[src/rtl/ser2par_pkg.sv]
// Shared types and width helper for the ser2par frame controller.
package ser2par_pkg;

  typedef enum logic [1:0] {
    IDLE,
    SHIFT,
    WAIT,
    CAPTURE
  } ctrl_state_t;

  // Width able to hold every value 0..maxVal (at least one bit).
  function automatic int cntWidth(input int maxVal);
    return (maxVal < 1) ? 1 : $clog2(maxVal + 1);
  endfunction

endpackage

[src/rtl/ser2par_ctrl_if.sv]
// Pin-side strobes, deserializer link and word handshake of the ser2par controller.
interface ser2par_ctrl_if #(parameter int BITLEN = 8);
  import ser2par_pkg::*;

  logic              SerDataIn;
  logic              SerDataEn;
  logic              S2pDataIn;
  logic              S2pDataEn;
  logic [BITLEN-1:0] S2pParData;
  logic [BITLEN-1:0] WordData;
  logic              WordValid;
  logic              WordReady;

  // master is the controller, slave is the surrounding pins/ser2par/consumer.
  modport master (
    input  SerDataIn, SerDataEn, S2pParData, WordReady,
    output S2pDataIn, S2pDataEn, WordData, WordValid
  );

  modport slave (
    output SerDataIn, SerDataEn, S2pParData, WordReady,
    input  S2pDataIn, S2pDataEn, WordData, WordValid
  );

endinterface

[src/rtl/word_fifo2.sv]
// Two-entry synchronous FIFO; a pop in the same clock frees room for a push when full.
module word_fifo2 #(
  parameter int WIDTH = 8
) (
  input  logic             Clk,
  input  logic             Rst,
  input  logic             push_i,
  input  logic             pop_i,
  input  logic [WIDTH-1:0] data_i,
  output logic             full_o,
  output logic             empty_o,
  output logic [WIDTH-1:0] head_o
);

  logic [WIDTH-1:0] mem_q [2];
  logic             wrPtr_q;
  logic             rdPtr_q;
  logic [1:0]       cnt_q;
  logic [1:0]       cnt_d;
  logic             doPush;
  logic             doPop;

  assign full_o  = (cnt_q == 2'd2);
  assign empty_o = (cnt_q == 2'd0);
  assign doPop   = pop_i & ~empty_o;
  assign doPush  = push_i & (~full_o | doPop);
  assign head_o  = empty_o ? '0 : mem_q[rdPtr_q];

  always_comb begin
    cnt_d = cnt_q;
    if (doPush && !doPop) begin
      cnt_d = cnt_q + 2'd1;
    end else if (doPop && !doPush) begin
      cnt_d = cnt_q - 2'd1;
    end
  end

  always_ff @(posedge Clk) begin
    if (Rst) begin
      mem_q[0] <= '0;
      mem_q[1] <= '0;
      wrPtr_q  <= 1'b0;
      rdPtr_q  <= 1'b0;
      cnt_q    <= 2'd0;
    end else begin
      if (doPush) begin
        mem_q[wrPtr_q] <= data_i;
        wrPtr_q        <= ~wrPtr_q;
      end
      if (doPop) begin
        rdPtr_q <= ~rdPtr_q;
      end
      cnt_q <= cnt_d;
    end
  end

endmodule

[src/rtl/ser2par_ctrl.sv]
// Frame controller for the ser2par deserializer: gates bit strobes, counts bits,
// captures finished words into a 2-entry buffer and flags gap aborts and overruns.
module ser2par_ctrl
  import ser2par_pkg::*;
#(
  parameter int BITLEN  = 8,
  parameter int S2P_LAT = 1,
  parameter int GAP_MAX = 16
) (
  input  logic            Clk,
  input  logic            Rst,
  input  logic            CtrlEn,
  ser2par_ctrl_if.master  bus,
  output logic            Busy,
  output logic            ErrGap,
  output logic            ErrOvf
);

  localparam int BitW = cntWidth(BITLEN);
  localparam int GapW = cntWidth(GAP_MAX);
  localparam int LatW = cntWidth(S2P_LAT);
  // A zero-latency deserializer needs no settle state.
  localparam ctrl_state_t AfterWord = (S2P_LAT == 0) ? CAPTURE : WAIT;

  ctrl_state_t state_q, state_d;
  logic [BitW-1:0] bitCnt_q, bitCnt_d;
  logic [GapW-1:0] gapCnt_q, gapCnt_d;
  logic [LatW-1:0] latCnt_q, latCnt_d;

  logic [BitW-1:0] bitInc;
  logic [GapW-1:0] gapInc;
  logic [LatW-1:0] latInc;
  logic            fwdStrobe;
  logic            gapAbort;
  logic            capture;
  logic            fifoFull;
  logic            fifoEmpty;
  logic            pop;

  assign fwdStrobe = bus.SerDataEn & CtrlEn & ((state_q == IDLE) | (state_q == SHIFT));
  assign bus.S2pDataEn = fwdStrobe;
  assign bus.S2pDataIn = bus.SerDataIn;

  assign bitInc = bitCnt_q + BitW'(1);
  assign gapInc = gapCnt_q + GapW'(1);
  assign latInc = latCnt_q + LatW'(1);

  assign capture = (state_q == CAPTURE) & CtrlEn;
  assign pop     = ~fifoEmpty & bus.WordReady;

  assign bus.WordValid = ~fifoEmpty;
  assign Busy          = (state_q != IDLE);
  assign ErrGap        = gapAbort;
  assign ErrOvf        = capture & fifoFull & ~pop;

  always_comb begin
    state_d  = state_q;
    bitCnt_d = bitCnt_q;
    gapCnt_d = gapCnt_q;
    latCnt_d = latCnt_q;
    gapAbort = 1'b0;
    if (!CtrlEn) begin
      state_d  = IDLE;
      bitCnt_d = '0;
      gapCnt_d = '0;
      latCnt_d = '0;
    end else begin
      case (state_q)
        IDLE: begin
          if (fwdStrobe) begin
            bitCnt_d = BitW'(1);
            gapCnt_d = '0;
            latCnt_d = '0;
            state_d  = (BITLEN == 1) ? AfterWord : SHIFT;
          end
        end
        SHIFT: begin
          if (fwdStrobe) begin
            bitCnt_d = bitInc;
            gapCnt_d = '0;
            if (bitInc == BitW'(BITLEN)) begin
              latCnt_d = '0;
              state_d  = AfterWord;
            end
          end else if (gapInc == GapW'(GAP_MAX)) begin
            gapAbort = 1'b1;
            bitCnt_d = '0;
            gapCnt_d = '0;
            state_d  = IDLE;
          end else begin
            gapCnt_d = gapInc;
          end
        end
        WAIT: begin
          if (latInc == LatW'(S2P_LAT)) begin
            latCnt_d = '0;
            state_d  = CAPTURE;
          end else begin
            latCnt_d = latInc;
          end
        end
        CAPTURE: begin
          bitCnt_d = '0;
          gapCnt_d = '0;
          state_d  = IDLE;
        end
        default: begin
          state_d = IDLE;
        end
      endcase
    end
  end

  always_ff @(posedge Clk) begin
    if (Rst) begin
      state_q  <= IDLE;
      bitCnt_q <= '0;
      gapCnt_q <= '0;
      latCnt_q <= '0;
    end else begin
      state_q  <= state_d;
      bitCnt_q <= bitCnt_d;
      gapCnt_q <= gapCnt_d;
      latCnt_q <= latCnt_d;
    end
  end

  word_fifo2 #(.WIDTH(BITLEN)) u_fifo (
    .Clk     (Clk),
    .Rst     (Rst),
    .push_i  (capture),
    .pop_i   (pop),
    .data_i  (bus.S2pParData),
    .full_o  (fifoFull),
    .empty_o (fifoEmpty),
    .head_o  (bus.WordData)
  );

endmodule

[src/flat_wrapper.sv]
// flat-port wrapper written by rule: the top's interface ports become plain ports
module ser2par_ctrl_flat import ser2par_pkg::*;
#(
  parameter int BITLEN  = 8,
  parameter int S2P_LAT = 1,
  parameter int GAP_MAX = 16
)
  (Clk, Rst, CtrlEn, Busy, ErrGap, ErrOvf, bus_SerDataIn, bus_SerDataEn, bus_S2pParData, bus_WordReady, bus_S2pDataIn, bus_S2pDataEn, bus_WordData, bus_WordValid);
  ser2par_ctrl_if #(.BITLEN(BITLEN)) bus_i ();
  input  logic Clk;
  input  logic Rst;
  input  logic CtrlEn;
  output logic Busy;
  output logic ErrGap;
  output logic ErrOvf;
  input wire logic [$bits(bus_i.SerDataIn)-1:0] bus_SerDataIn;
  input wire logic [$bits(bus_i.SerDataEn)-1:0] bus_SerDataEn;
  input wire logic [$bits(bus_i.S2pParData)-1:0] bus_S2pParData;
  input wire logic [$bits(bus_i.WordReady)-1:0] bus_WordReady;
  output wire logic [$bits(bus_i.S2pDataIn)-1:0] bus_S2pDataIn;
  output wire logic [$bits(bus_i.S2pDataEn)-1:0] bus_S2pDataEn;
  output wire logic [$bits(bus_i.WordData)-1:0] bus_WordData;
  output wire logic [$bits(bus_i.WordValid)-1:0] bus_WordValid;
  assign bus_i.SerDataIn = bus_SerDataIn;
  assign bus_i.SerDataEn = bus_SerDataEn;
  assign bus_i.S2pParData = bus_S2pParData;
  assign bus_i.WordReady = bus_WordReady;
  assign bus_S2pDataIn = bus_i.S2pDataIn;
  assign bus_S2pDataEn = bus_i.S2pDataEn;
  assign bus_WordData = bus_i.WordData;
  assign bus_WordValid = bus_i.WordValid;
  ser2par_ctrl #(.BITLEN(BITLEN), .S2P_LAT(S2P_LAT), .GAP_MAX(GAP_MAX)) u_core (.Clk(Clk), .Rst(Rst), .CtrlEn(CtrlEn), .bus(bus_i), .Busy(Busy), .ErrGap(ErrGap), .ErrOvf(ErrOvf));
endmodule
[config.mk]
export PLATFORM = sky130hd
export DESIGN_NAME = ser2par_ctrl_flat
export DESIGN_NICKNAME = d
export VERILOG_FILES = /design/src/rtl/ser2par_pkg.sv /design/src/rtl/ser2par_ctrl_if.sv /design/src/rtl/word_fifo2.sv /design/src/rtl/ser2par_ctrl.sv /design/src/flat_wrapper.sv
export SDC_FILE = /design/constraint.sdc
export NUM_CORES = 1
export LEC_CHECK = 0
export CELL_PAD_IN_SITES_DETAIL_PLACEMENT = 0
export CELL_PAD_IN_SITES_GLOBAL_PLACEMENT = 1
export CORE_UTILIZATION = 40
export CTS_CLUSTER_SIZE = 40
export DETAILED_ROUTE_END_ITERATION = 12
export PLACE_DENSITY_LB_ADDON = 0.2
export SLEW_MARGIN = 15
export SYNTH_ARGS = -nofsm -noshare
export SYNTH_HDL_FRONTEND = slang
export SYNTH_HIERARCHICAL = 1
export SYNTH_SLANG_ARGS = --single-unit
[constraint.sdc]
create_clock -name Clk -period 2.85 [get_ports Clk]
set_input_delay 0.285 -clock Clk [delete_from_list [all_inputs] [get_ports Clk]]
set_output_delay 0.285 -clock Clk [all_outputs]
set_load 0.1 [all_outputs]
# == Word-level counts from Yosys, hierarchy flattened ==
# Memories as Yosys holds them, arrays and structs flattened. A register that Yosys moved wholly into a read port is not among the register bits.
# Cells that the tools add are included.
# totals
ram_bits,16
inputBits,14
mem_count,1
elab_cells,92
output_inout_bits,14
register_bits,16
# memory_table
name,words,width,read_ports,rd_clocked_by_memory_dff,wr,line,source
u_core.u_fifo.mem_q,2,8,1,1,2,word_fifo2.sv:15,logic [WIDTH-1:0] mem_q [2];
# classes
mux,35
add_sub_neg,5
n_eq_ne,12
n_bitwise,16
n_reduce_logical,16
# ops
op,n
2-to-1 mux 1 bit,16
2-to-1 mux 8 bit,2
2-to-1 mux 5 bit,3
one-hot mux 5 bit (3 select lines),1
2-to-1 mux 2 bit,7
2-to-1 mux 4 bit,3
one-hot mux 4 bit (3 select lines),1
bitwise AND 1 bit,8
one-hot mux 2 bit (4 select lines),1
AND reduction 4 bit,2
OR reduction 8 bit,1
"== test 2 bit, second input constant",3
"inequality test 2 bit, second input constant",3
"inequality test 3 bit, second input constant",2
NOT 1 bit,6
nonzero test 3 bit,2
"adder 5 x 1 -> 5 bit, second input constant",1
"== test 5 bit, second input constant",1
"adder 4 x 1 -> 4 bit, second input constant",1
"== test 4 bit, second input constant",1
zero test 2 bit,2
nonzero test 2 bit,2
one-hot mux 1 bit (3 select lines),1
AND reduction 3 bit,1
10 further kinds,13

# == Depth between registers and ports, before layout ==
# Gate-level depths: netlist (run 1).
# depth
depth_word,11
mapped_depth,9
depth_no_buf,8

# == Modules after synthesis ==
# Netlist (run 1), hierarchy kept.
# modules_own_cells
mod,cells_each,seq_area_each_um2,n_inst,area_each_um2
word_fifo2,87,580.6,1,963.4
ser2par_ctrl,84,220.2,1,709.4

# == Worst setup path after synthesis (run 1) ==
# No wires, ideal clock.
# synth_timing
path_type,reg-to-output
start,register u_core.state_q[0]
end,output ErrGap
arrival_time_ns,2.875
setup_slack_ns,-0.310
stages_incl_launch_ff,5
path_buffers,0
t_required_ns,2.565
cell_sequence,dfxtp_1 nand2b_2 nor2_4 nand2_1 nor3_1
# synth_between
elab_chain_cells,6
elab_cells_between_ends,7
cone_classes,eq/ne: 1; mux: 3; bitwise: 2; reduce/logical: 1
# synth_rtl
element,line,source
from (decl),ser2par_ctrl.sv:25,"ctrl_state_t state_q, state_d;"
from (signal assigned),ser2par_ctrl.sv:121,state_q <= state_d;
== test 2 x 1 -> 1 bit or zero test 2 bit (tied branches),"ser2par_ctrl.sv:40, ser2par_ctrl.sv:68",
OR 1 bit,ser2par_ctrl.sv:40,assign fwdStrobe = bus.SerDataEn & CtrlEn & ((state_q == IDLE) | (state_q == SHIFT));
bitwise AND 1 bit,ser2par_ctrl.sv:40,
2-to-1 mux 1 bit,ser2par_ctrl.sv:78,if (fwdStrobe) begin
2-to-1 mux 1 bit *,ser2par_ctrl.sv:68,case (state_q)
2-to-1 mux 1 bit *,ser2par_ctrl.sv:62,if (!CtrlEn) begin
to (decl),flat_wrapper.sv:14,output logic ErrGap;
# Every way passes the cells marked *; elsewhere a longest branch is shown, timed or not.

# == Worst setup path in the final report (run 1) ==
# layout_timing
start,register u_core.u_fifo.cnt_q[0]
end,register u_core.u_fifo.cnt_q[1]
# layout_between
elab_chain_cells,9
elab_cells_between_ends,17
cone_classes,add/sub: 2; eq/ne: 1; mux: 2; bitwise: 6; reduce/logical: 6
# layout_rtl
element,line,source
from (decl),word_fifo2.sv:18,logic [1:0] cnt_q;
from (signal assigned),word_fifo2.sv:53,cnt_q <= cnt_d;
zero test 2 bit *,word_fifo2.sv:24,assign empty_o = (cnt_q == 2'd0);
net u_core.fifoEmpty,ser2par_ctrl.sv:37,logic fifoEmpty;
NOT 1 bit *,ser2par_ctrl.sv:49,assign pop = ~fifoEmpty & bus.WordReady;
bitwise AND 1 bit *,ser2par_ctrl.sv:49,
net u_core.pop,ser2par_ctrl.sv:38,logic pop;
bitwise AND 1 bit *,word_fifo2.sv:25,assign doPop = pop_i & ~empty_o;
OR 1 bit *,word_fifo2.sv:26,assign doPush = push_i & (~full_o | doPop);
bitwise AND 1 bit *,word_fifo2.sv:26,
net u_core.u_fifo.doPush,word_fifo2.sv:20,logic doPush;
zero test 1 bit,word_fifo2.sv:33,end else if (doPop && !doPush) begin
logical AND 1 bit,word_fifo2.sv:33,
nonzero test 2 bit (no line),--,
# Mark *: on every way through the listed nets, which the timed path passes. The rest lies on a longest branch. The select of a mux whose other input is x is not followed.
# A chain may end at the register's enable or synchronous reset.

==> results list, run 1 <==
* Result of the run: completed
- Number of cell rows: 23
- The worst setup path is captured at a flop.
* Sw power: 206 uW
- The number of antenna diodes in the final layout is 0.
- The initial antenna violation count is 0.
- Input and output buffers added on the ports amount to 25.
- Together, buffers and inverters on the worst path number 0.
* CTS sink count: 32
* Sw frac: 0.232
- Via total after detailed routing: 1282
- STA puts the critical path data required time at 3.06 ns.
- Counting flops with a built-in enable in the synthesized netlist gives 16.
* CP most frequent cell: nor2_1
* Cell count after synthesis: 171
* Half-perimeter wire length after placement: 2560 um
- For the pin with the worst max-slew slack, the measured transition is 0.607 ns.
- Share of layout cells above drive strength 1: 0.173
- Comb pwr share: 0.076
* Internal power: 684 uW
- The number of global-route vias before repair is around 1300.
- The final number of max-transition violations was 0.
* Share of synthesized flip-flops with an asynchronous set or reset: 0
- The H-tree was split into 2 levels.
- For this run, the post-layout net count is ~210.
- Crit-path leading delay family: simple AND/OR/NAND/NOR gates
- Post-CTS repair changed the size of 0 cells.
- Post-synth cell types: 45
- Between clock sinks in the finished design, the worst skew comes to between 0.005 and 0.006 ns.
- The first global-routing pass estimated 5680 um of wire.
- After clock tree synthesis, the clock-pin slew on the worst setup and hold paths is 0.07 ns.
- Setup repair after global routing left no endpoint under its margin.
- The die is between 60 and 70 um tall.
- Reg power frac: 0.557
* Total DRC errors in the routed layout: 0
* Average detailed-routed wire length per instance: 13.6 um
- Total Routed Length: 3360 um
* Clock tree from TritonCTS: built
* Utilization of the core after routing: 0.504
- Clock period minus worst slack: 2.32 ns
* Worst-case vdd ir drop: 320 uV
- In this run the count of I/O pins placed on the die edge is 28.
* Non-filler cells, final: 247
* DRT antenna net count: 0
- Among all stages on the critical path, the largest delay is contributed by nor2_1.
- The share of total power dissipated in the clock network is 0.367.
* Hold-fix buffer count after cts: 0
- Hold Fails Final Rpt: 0
- Number of buffers inserted during clock tree synthesis: 5
- Of the synthesized area, sequential elements account for 0.479.
* Total negative slack for setup checks: 0 ns
* Global-route usage over all layers: 0.171
* Signal arrival time at the worst endpoint: approximately 2.5 ns
- Post-synth net total: between 150 and 200
- The core region is 4000 um^2.
* Max-slew headroom: 0.594
- The synthesized netlist occupies a cell area of 1670 um^2.
* Worst-path fanout max: 10
- The die is 66.7 um wide.
* Setup violation total in the final timing report: 0
- Initial Util: 0.418
- Clock latency on the worst-skew pair: approximately 0.28 ns
* Worst Setup Path Type: flop to flop
- Pre-antenna DRT Iters: 4
* Delay of the slowest cell on the worst path: 0.51 ns
- The tree is rooted in a clkbuf_8.
- Relative area change from synthesis to final layout: 20.5%
* List of cells traversed by the critical path: nor2_1 > nor2b_1 > nor3b_2 > nor2_1 > ha_1 > or3_1 > a21oi_1
- Buffers added to address setup during post-CTS repair amount to 0.
- Power spread over the standard cell area amounts to 441 nW/um^2.
- Register bit total from synthesis: 32
* Final global-route overflow total: 0
* Startpoint Class: flop
- At the end of routability-driven placement, the weighted congestion stood at ~0.8.
* Pleak: 0.704 nW
* HP Class: flop to flop
* Buffer levels on the longest clock path: 2
- The die covers 4440 um^2.
* Highest clock frequency the design can meet: 431 MHz
* Synth Area per Inst: 9.78 um^2
* Violation count after the first detailed-route iteration: 60
- During synthesis, Yosys emitted a total of 6 warnings.
* Post-DR vias/cell: 5.19
- Across the run, the number of max-cap violations was 0.
- Including well taps, the total number of placed cells is ~240.
* Maximum number of pins on one net before global-route repair: 18
* Tcrit/Tclk final: 0.813
* Prevailing post-synth register cell: edfxtp_1
final timing paths:
| check | from | endpoint | slack [ns] | depth (start not counted) |
|---|---|---|---|---|
| min reg2reg | u_core/u_fifo/rdPtr_q | u_core/u_fifo/rdPtr_q | 0.51 | 2 |
| max | u_core/u_fifo/cnt_q[0] | u_core/u_fifo/cnt_q[1] | 0.53 | 7 |
| min | u_core/u_fifo/rdPtr_q | u_core/u_fifo/rdPtr_q | 0.51 | 2 |
| max reg2reg | u_core/u_fifo/cnt_q[0] | u_core/u_fifo/cnt_q[1] | 0.53 | 7 |
registers in the layout, indices dropped and copies added, names as in the netlist, named ones only:
signal and count:
u_core/bitCnt_q 4, u_core/gapCnt_q 5, u_core/state_q 1, u_core/u_fifo/cnt_q 2
u_core/u_fifo/mem_q 16, u_core/u_fifo/rdPtr_q 1, u_core/u_fifo/wrPtr_q 1
worst reg2reg max path: stages, from the launching register on:
cell and delay [ns]:
dfxtp_1 0.38, nor2_1 0.51, nor2b_1 0.17, nor3b_2 0.26, nor2_1 0.07, ha_1 0.33, or3_1 0.38, a21oi_1 0.13
power groups by stage:
stage | clock network [mW] | logic, mW | registers, mW
after floorplan | 0 | 0.0465 | 0.504
after global placement | 0 | 0.0670 | 0.506
after detailed placement | 0 | 0.0673 | 0.506
after CTS | 0.335 | 0.0676 | 0.496
after global routing | 0.354 | 0.0734 | 0.496
final | 0.327 | 0.0672 | 0.496
cells in the final DEF (no fill, tap or decap), types with 4 or more instances in the layout:
master            n
nand2_1          10
xor2_1            4
nand2b_1         10
mux2i_1           8
nor2b_1           4
a21oi_1           9
nor2_1           31
o21ai_0           5
clkdlybuf4s50_1  12
dfxtp_1          16
edfxtp_1         16
nand3_1           4
clkbuf_8          5
buf_4            12
synth_stat cells, types with 2 or more instances:
cell type   n  area (um^2)
nor2_4      3         33.8
nand2b_1   10         62.6
o21bai_1    2         15.0
a21oi_1     9         45.0
or3_1       2         12.5
a211oi_1    2         15.0
xor2_1      4         35.0
and3b_1     2         17.5
edfxtp_1   16          480
buf_4       2         15.0
nor2_1     31          116
nand3b_1    2         15.0
nand3_1     4         20.0
dfxtp_1    16          320
a311oi_1    2         17.5
o21ai_0     5         25.0
nor2b_1     4         25.0
clkbuf_1    2         7.51
ha_1        3         37.5
nor3_1      3         15.0
mux2i_1     8         80.1
buf_2       3         15.0
inv_1       3         11.3
o21ai_1     3         15.0
nand2_1    10         37.5
cells by family (layout without fill, tap and decap cells):
logic type	Yosys count	in the layout	synth area share
XOR/XNOR	5	5	0.0262
AND/OR/NAND/NOR	82	82	0.269
AO/OA/AOI/OAI	31	31	0.127
flip-flops	32	32	0.479
multiplexers	8	8	0.0479
adder cells (fa/ha/maj)	3	3	0.0224
buffers and inverters	10	36	0.0292
stage by stage:
step	instance area [um^2]	worst slack [ns]	power, mW	hold WS (ns)
2_1_floorplan	1680	0.546	0.550	0.465
3_3_place_gp	1930	0.560	0.573	0.499
3_5_place_dp	1930	0.527	0.573	0.501
4_1_cts	2020	0.509	0.898	0.517
5_1_grt	2020	0.359	0.924	0.545
6_report	2020	0.532	0.890	0.510
area by class of cell:
cell class                 instances  area (um^2)
tap                               50         62.6
fill                             378         1980
sequential                        32          801
inverter                           3         11.3
clock inverter                     3         13.8
clock buffer                       5         68.8
timing repair buffer              25          230
multi-input combinational        129          828
routing by layer:
| metal | wire, um | vias up | global-route usage |
|---|---|---|---|
| met5 | 0 | - | 0 |
| met4 | 101 | 0 | 0.0957 |
| met3 | 144 | 11 | 0.0462 |
| met2 | 1610 | 27 | 0.278 |
| met1 | 1500 | 593 | 0.201 |
| li1 | - | 651 | - |
(Power assumes the default switching activity.)
==> inputs of run 2 (changes only) <==
==> constraint.sdc (replaced) <==
create_clock -name Clk -period 2.2 [get_ports Clk]
set_input_delay 0.22 -clock Clk [delete_from_list [all_inputs] [get_ports Clk]]
set_output_delay 0.22 -clock Clk [all_outputs]
set_load 0.1 [all_outputs]
==> run 2 against run 1 <==
  * Sequential share of layout area is 2.8 points lower
  * Power is 45% higher
  * Via count is 2.9% higher
  * Count of clock-buffer cells in the layout is 1 higher
  * First-iteration DRC count is 37% lower
  * Cell area is 7.5% higher
  * Global-route usage is 0.72 points higher
  * Clock skew is 0.0035 ns lower
  * Critical path type is now flop to output pin
  * Highest routed layer unchanged
==> results list, run 2 (synthesis results as in run 1) <==
* Worst r2r path cells: 6 (-1)
- Internal power: 1.01 mW (+48%)
- Pleak: 0.774 nW (+10%)
- Traced cell by cell, the critical path runs through ha_1 > nand2_1 > nor3_4 > buf_12.
- Signal arrival time at the worst endpoint: 1.69 ns (-0.83 ns)
* Number of cell rows: 23 (unchanged)
* Initial Util: 0.418 (unchanged)
- The power density relative to cell area is 593 nW/um^2 (+34%).
- Critical path data required time: 1.98 ns (-1.08 ns)
* X dimension of the die: 66.7 um (unchanged)
- The actual slew at the worst max-slew pin was 0.463 ns (-0.144 ns).
- The root buffer cell chosen for the clock tree is clkbuf_8.
- The detailed-route wire length was 3500 um (+4.2%).
- Dividing the final minimum period by the clock period gives 0.869.
- The global-route usage over all layers came to 0.178 (+0.00724).
- Total negative slack for setup checks: 0 ns (unchanged)
* Clock period minus worst slack: between 1.5 and 2 ns
* Overall die area: 4440 um^2 (unchanged)
- The power spent charging and discharging nets came to 273 uW (+33%).
- Delay of the slowest cell on the worst path: 0.47 ns (-0.04 ns)
- Startpoint of the lowest-slack hold path: bus_SerDataIn
* Startpoint Class: flop
- The number of sinks driven by the clock tree came to 32 (unchanged).
* Port Buffer Count: 25 (unchanged)
- Clock share of power: 0.428 (+0.061)
- The total via count after detailed routing came to 1319 (+2.9%).
- The residual antenna-violating net count after detailed routing was 0 (unchanged).
* Setup violation total in the final timing report: 0 (unchanged)
* Worst-path fanout max: 7 (-3)
- Reg power frac: 0.498 (-0.059)
- Clock latency on the worst-skew pair: 0.28 ns (about the same)
- The total count of hold-check failures in the final report came to 0 (unchanged).
* Endpoint of the most critical setup path: ErrGap
- PnR Total Power: 1.29 mW (+45%)
- Vias in the first global route: 1259 (+0.56%)
* Half-perimeter wire length after placement: 2610 um (+2.1%)
- Result of the run: completed
- The number of buffers inserted for hold repair after clock tree synthesis came to 0 (unchanged).
* H-tree levels: 2 (unchanged)
* Maximum number of pins on one net before global-route repair: 14 (-4)
* Total of max-cap violations: 0 (unchanged)
- Die extent in y: 66.7 um (unchanged)
- Max-slew headroom: 0.691 (+0.0972)
- Post-CTS resize count: 0 (unchanged)
* Clock tree from TritonCTS: built
- The startpoint identified for the worst register-to-register timing path is u_core/u_fifo/cnt_q[0].
- The final number of max-transition violations was 0 (unchanged).
- The total core area is 4000 um^2 (unchanged).
- The number of DRC violations after detailed routing came to 0 (unchanged).
- The number of DRC violations after detailed-routing iteration 0 is 38 (-37%).
- The total number of nets in the final design came to 219 (+2.8%).
- Post-CTS setup buffers: 0 (unchanged)
* Post-DR vias/cell: 5.21 (+0.45%)
* Standard cell with the maximum stage delay on the critical path: dfxtp_1
- Comb pwr share: 0.074 (-0.002)
- Destination of the worst register-to-register timing path: u_core/u_fifo/cnt_q[1]
* Relative area change from synthesis to final layout: 29.5%
- Average detailed-routed wire length per instance: 13.8 um (+1.7%)
* CP endpoint kind: output pin
- Flip-flop count of the largest register after layout: 16 (unchanged)
- Most frequent standard cell in the layout excluding fill and tap cells: nor2_1
- Worst-case register-to-register setup slack: 0.29 ns (-0.24 ns)
* Number of buffers inserted during clock tree synthesis: 5 (unchanged)
* Top flop regs: u_core/u_fifo/mem_q x16, u_core/gapCnt_q x5, u_core/bitCnt_q x4
- The diode insertion count for antenna repair came to 0 (unchanged).
- The setup path with the least slack is of type flop to output pin.
* Sw frac: 0.213 (-0.0192)
- In this run the worst hold path is classified as input pin to output pin.
* Share of layout cells above drive strength 1: 0.197 (+0.0245)
* Biggest register: u_core/u_fifo/mem_q
- The maximum VDD drop is 304 uV (-5.0%).
- Pre-antenna DRT Iters: 4 (unchanged)
* Number of antenna violations at the first check in global routing: 0 (unchanged)
- Ports: 28 (unchanged)
- For this run, the top clock speed supported by timing is between 500 and 600 MHz.
* Final weighted congestion in routability-driven placement: 0.793 (-2.1%)
- The setup skew after layout is 0.00175 ns (-0.00354 ns).
- Most frequent cells in the layout: nor2_1 (31), dfxtp_1 (16), edfxtp_1 (16), clkdlybuf4s50_1 (12), buf_4 (12)
- The remaining global-route overflow was 0 (unchanged).
* Buffer levels on the longest clock path: 2 (unchanged)
* Setup repair after global routing missed its margin: no
- Worst Setup SP: u_core/gapCnt_q[0]
* First-pass GRT wire length: 5680 um (unchanged)
* Clock input transition at the sequential cells of the worst setup and hold paths: 0.06 ns (about the same)
-- run 2: cell count changes in the layout (fill, tap and decap cells not counted) --
cell	delta
nor3_4	+1
buf_12	+6
bufinv_16	+1
clkbuf_1	+1
nor3_2	-1
clkinv_2	-1
clkinv_1	-1
-- run 2: cell type report --
class | count | area [um^2]
Multi-Input combinational cell | 129 | 835
Clock buffer | 6 | 72.6
Tap cell | 50 | 62.6
Timing Repair Buffer | 31 | 350
Clock inverter | 2 | 35.0
Sequential cell | 32 | 801
Fill cell | 382 | 1830
Inverter | 3 | 11.3
-- run 2: metal layers --
layer / track usage / part of all wire
met5: 0 / 0
met2: 0.340 / 0.55
met4: 0.0559 / 0.0089
met3: 0.0514 / 0.045
met1: 0.182 / 0.40
-- run 2: worst min-delay path by stage --
stage | end | slack [ns] | cells after the start
5_1_grt | bus_S2pDataIn | 0.44 | 0
6_report | bus_S2pDataIn | 0.44 | 0
4_1_cts | bus_S2pDataIn | 0.44 | 0
3_5_place_dp | bus_S2pDataIn | 0.44 | 0
3_3_place_gp | bus_S2pDataIn | 0.44 | 0
2_1_floorplan | u_core/bitCnt_q[0] | 0.43 | 3
-- run 2: metrics by stage --
| stage | cell area, um^2 | worst slack, ns | util | instances | hold slack, ns |
|---|---|---|---|---|---|
| floorplan | 1680 | 0.134 | - | 171 | 0.430 |
| detailed placement | 2060 | 0.155 | 0.515 | 245 | 0.441 |
| global placement | 2060 | 0.231 | 0.515 | 245 | 0.441 |
| finish | 2170 | 0.288 | 0.542 | 253 | 0.441 |
| CTS | 2170 | 0.276 | 0.542 | 253 | 0.441 |
| global route | 2170 | 0.0801 | 0.542 | 253 | 0.441 |
-- run 2: critical path, delay by kind of cell, from the launching register on --
| kind | cells | cell delay [ns] |
|---|---|---|
| adder cells (fa/ha/maj) | 1 | 0.24 |
| AND/OR/NAND/NOR | 2 | 0.51 |
| buffers and inverters | 1 | 0.20 |
| flip-flops | 1 | 0.47 |
-- run 2: power by group through the flow --
stage / clock, mW / sequential [mW] / combinational (mW)
floorplan: 0 / 0.653 / 0.0604
global route: 0.592 / 0.641 / 0.103
finish: 0.550 / 0.640 / 0.0957
detailed placement: 0 / 0.654 / 0.0961
CTS: 0.571 / 0.640 / 0.0966
global placement: 0 / 0.653 / 0.0946
==> inputs of run 3 (changes only) <==
--- a/config.mk
+++ b/config.mk
@@ -5,8 +5,9 @@
 export SDC_FILE = /design/constraint.sdc
 export NUM_CORES = 1
 export LEC_CHECK = 0
-export CELL_PAD_IN_SITES_DETAIL_PLACEMENT = 0
+export CELL_PAD_IN_SITES_DETAIL_PLACEMENT = 1
 export CELL_PAD_IN_SITES_GLOBAL_PLACEMENT = 1
+export CORE_MARGIN = 2
 export CORE_UTILIZATION = 40
 export CTS_CLUSTER_SIZE = 40
 export DETAILED_ROUTE_END_ITERATION = 12
==> constraint.sdc (replaced) <==
create_clock -name Clk -period 2.2 [get_ports Clk]
set_input_delay 0.44 -clock Clk [delete_from_list [all_inputs] [get_ports Clk]]
set_output_delay 0.44 -clock Clk [all_outputs]
set_load 0.1 [all_outputs]
==> run 3 against run 2 <==
  * Utilization rose by 2.4 points
  * Sequential share of layout area is 1.5 points lower
  * Power shrank 8.4%
  * Critical endpoint unchanged
==> results list, run 3 (synthesis results as in run 1) <==
- Startpoint Class: flop
* Post-placement cell count: 250 (+2.0%)
* First-pass GRT wire length: 6960 um (+23%)
* Total Routed Length: 4060 um (+16%)
* Port Buffer Count: 25 (unchanged)
- Signal arrival time at the worst endpoint: 1.63 ns (-0.06 ns)
* Area after detailed placement: 2180 um^2 (+5.6%)
- The number of primary I/O pins was 28 (unchanged).
- Worst Setup Path Type: flop to output pin
- Sw frac: 0.238 (+0.0251)
* Comb pwr share: 0.089 (+0.015)
- Area of the core region: 4000 um^2 (unchanged)
- Post-CTS setup buffers: 0 (unchanged)
- The logic depth of the worst register-to-register path was 6 (unchanged).
- The minimum clock period after layout is 2.07 ns (+0.161 ns).
- CTS sink count: 32 (unchanged)
- Vias in the first global route: 1480 (+18%)
- Number of buffers inserted during clock tree synthesis: 5 (unchanged)
- Most frequent cells in the layout: nor2_1 (30), edfxtp_1 (16), dfxtp_1 (15), buf_12 (13)
- Total DRC errors in the routed layout: 0 (unchanged)
- The total number of nets in the final design was 224 (+2.3%).
- Maximum clock skew at final layout: 0.00490 ns (+0.00314 ns)
- The register with the most flip-flops in the final layout is u_core/u_fifo/mem_q.
* Worst-case hold slack: 0.522 ns (+0.0811 ns)
- Maximum number of pins on one net before global-route repair: 11 (-3)
- Startpoint of the lowest-slack hold path: u_core/u_fifo/rdPtr_q
- Average detailed-routed wire length per instance: 15.7 um (+14%)
* Clock tree from TritonCTS: built
- For hold timing, the worst endpoint is u_core/u_fifo/rdPtr_q.
- The total internal power is 898 uW (-11%).
- Pre-antenna DRT Iters: 4 (unchanged)
- DRT antenna net count: 0 (unchanged)
* Initial Util: 0.418 (unchanged)
* Worst-case vdd ir drop: 569 uV (+87%)
- The number of buffers on the longest clock path is 2 (unchanged).
- Clock input transition at the sequential cells of the worst setup and hold paths: 0.07 ns (about the same)
- The root buffer cell chosen for the clock tree is clkbuf_8.
- The post-route clock period utilization is 0.942 (+0.0731).
- The total half-perimeter wirelength after legalization and detailed placement came to 3150 um (+21%).
- Final global-route overflow total: 0 (unchanged)
* X dimension of the die: 68.7 um (+3.0%)
- The leakage power came to 0.815 nW (+5.3%).
* Total negative slack for setup checks: 0 ns (unchanged)
- Highest clock frequency the design can meet: 482 MHz (-7.8%)
- The actual slew at the worst max-slew pin is 0.481 ns (+0.0180 ns).
- Non-filler cells, final: 258 (+2.0%)
- The post-placement worst setup slack was -0.0398 ns (-0.195 ns).
- The final cell area excluding filler cells came to 2260 um^2 (+4.5%).
* Result of the run: completed
- Sw power: 280 uW (+2.4%)
- The average via count per standard cell is 5.31 (+1.8%).
- Clock share of power: 0.366 (-0.062)
- The total via count after detailed routing is 1369 (+3.8%).
* Flip-flop count of the largest register after layout: 16 (unchanged)
- The final critical-path setup slack is 0.127 ns (-0.161 ns).
* Beginning of the worst register-to-register path: u_core/u_fifo/cnt_q[0]
- The vertical extent of the die came to 68.7 um (+3.0%).
- The clock insertion delay at the later pin of the skew report was 0.28 ns (about the same).
- Setup repair after global routing left no endpoint under its margin.
- The max-capacitance violation count is 0 (unchanged).
- Violation count after the first detailed-route iteration: 35 (-7.9%)
- Max-slew headroom: 0.679 (-0.0120)
- The min-delay analysis places its worst path in the category flop to flop.
* Final-report max-slew violation count: 0 (unchanged)
- Overall die area: 4720 um^2 (+6.1%)
- Depth of the worst hold-timing path: 2 (+2)
* Share of layout cells above drive strength 1: 0.236 (+0.0385)
- The power density relative to cell area came to 520 nW/um^2 (-12%).
- The initial antenna violation count came to 0 (unchanged).
* Top flop regs: u_core/u_fifo/mem_q x16, u_core/gapCnt_q x5, u_core/bitCnt_q x4
* Setup violation total in the final timing report: 0 (unchanged)
* H-tree levels: 2 (unchanged)
- Leaving out fill and tap cells, the most frequent cell in the layout is nor2_1.
* Worst-path fanout max: 7 (unchanged)
* Number of cell rows: 23 (unchanged)
- The diode insertion count for antenna repair was 0 (unchanged).
- The global placer's final weighted congestion came to 0.768 (-3.2%).
- Global-route usage over all layers: 0.202 (+0.0244)
* CP endpoint kind: output pin
- The setup slack of the worst register-to-register path came to 0.27 ns (-0.02 ns).
* Hold Fails Final Rpt: 0 (unchanged)
- The required time of the worst setup path came to 1.76 ns (-0.22 ns).
- Reg power frac: 0.545 (+0.047)
- The endpoint identified for the worst register-to-register timing path is u_core/u_fifo/cnt_q[1].
- Relative area change from synthesis to final layout: 35.4%
[run 3: worst max path at each step]
stage / start / end / depth (start not counted)
finish: u_core/gapCnt_q[1] / ErrGap / 4
global route: u_core/gapCnt_q[1] / ErrGap / 4
CTS: CtrlEn / ErrGap / 6
detailed placement: bus_WordReady / u_core/u_fifo/cnt_q[1] / 6
global placement: bus_WordReady / u_core/u_fifo/cnt_q[1] / 7
floorplan: flop / bus_WordData[1] / 3
[run 3: power by group through the flow]
stage	Sequential [mW]	Combinational [mW]	Clock, mW
after floorplan	0.653	0.0605	0
after global placement	0.655	0.100	0
after detailed placement	0.655	0.104	0
after CTS	0.642	0.105	0.447
after global routing	0.643	0.113	0.476
final	0.642	0.104	0.431
[run 3: per-stage QoR]
stage / util / power (mW)
final: 0.566 / 1.18
after floorplan: - / 0.713
after CTS: 0.565 / 1.19
after global placement: 0.544 / 0.755
after global routing: 0.566 / 1.23
after detailed placement: 0.544 / 0.759
[run 3: layout make-up]
class / count / area, um^2
clock buffer: 5 / 68.8
clock inverter: 3 / 13.8
fill: 434 / 1740
inverter: 3 / 11.3
multi-input combinational: 129 / 841
sequential: 32 / 802
tap: 50 / 62.6
timing repair buffer: 36 / 465
[run 3: timing repair]
item	CTS	global route
endpoints found under the setup margin	0	1
endpoints found under the hold margin	0	0
gates resized for setup	0	3
hold buffers	0	0
[run 3: critical path, cell delays in order (launching register included)]
cell and delay (ns):
dfxtp_1 0.43, ha_1 0.23, nand2_1 0.22, nor3_4 0.27, buf_12 0.20
[run 3: layer usage]
layer | wire length [um] | track usage
met2 | 2270 | 0.387
met5 | 0 | 0
met4 | 53 | 0.0550
met3 | 160 | 0.0471
met1 | 1580 | 0.220
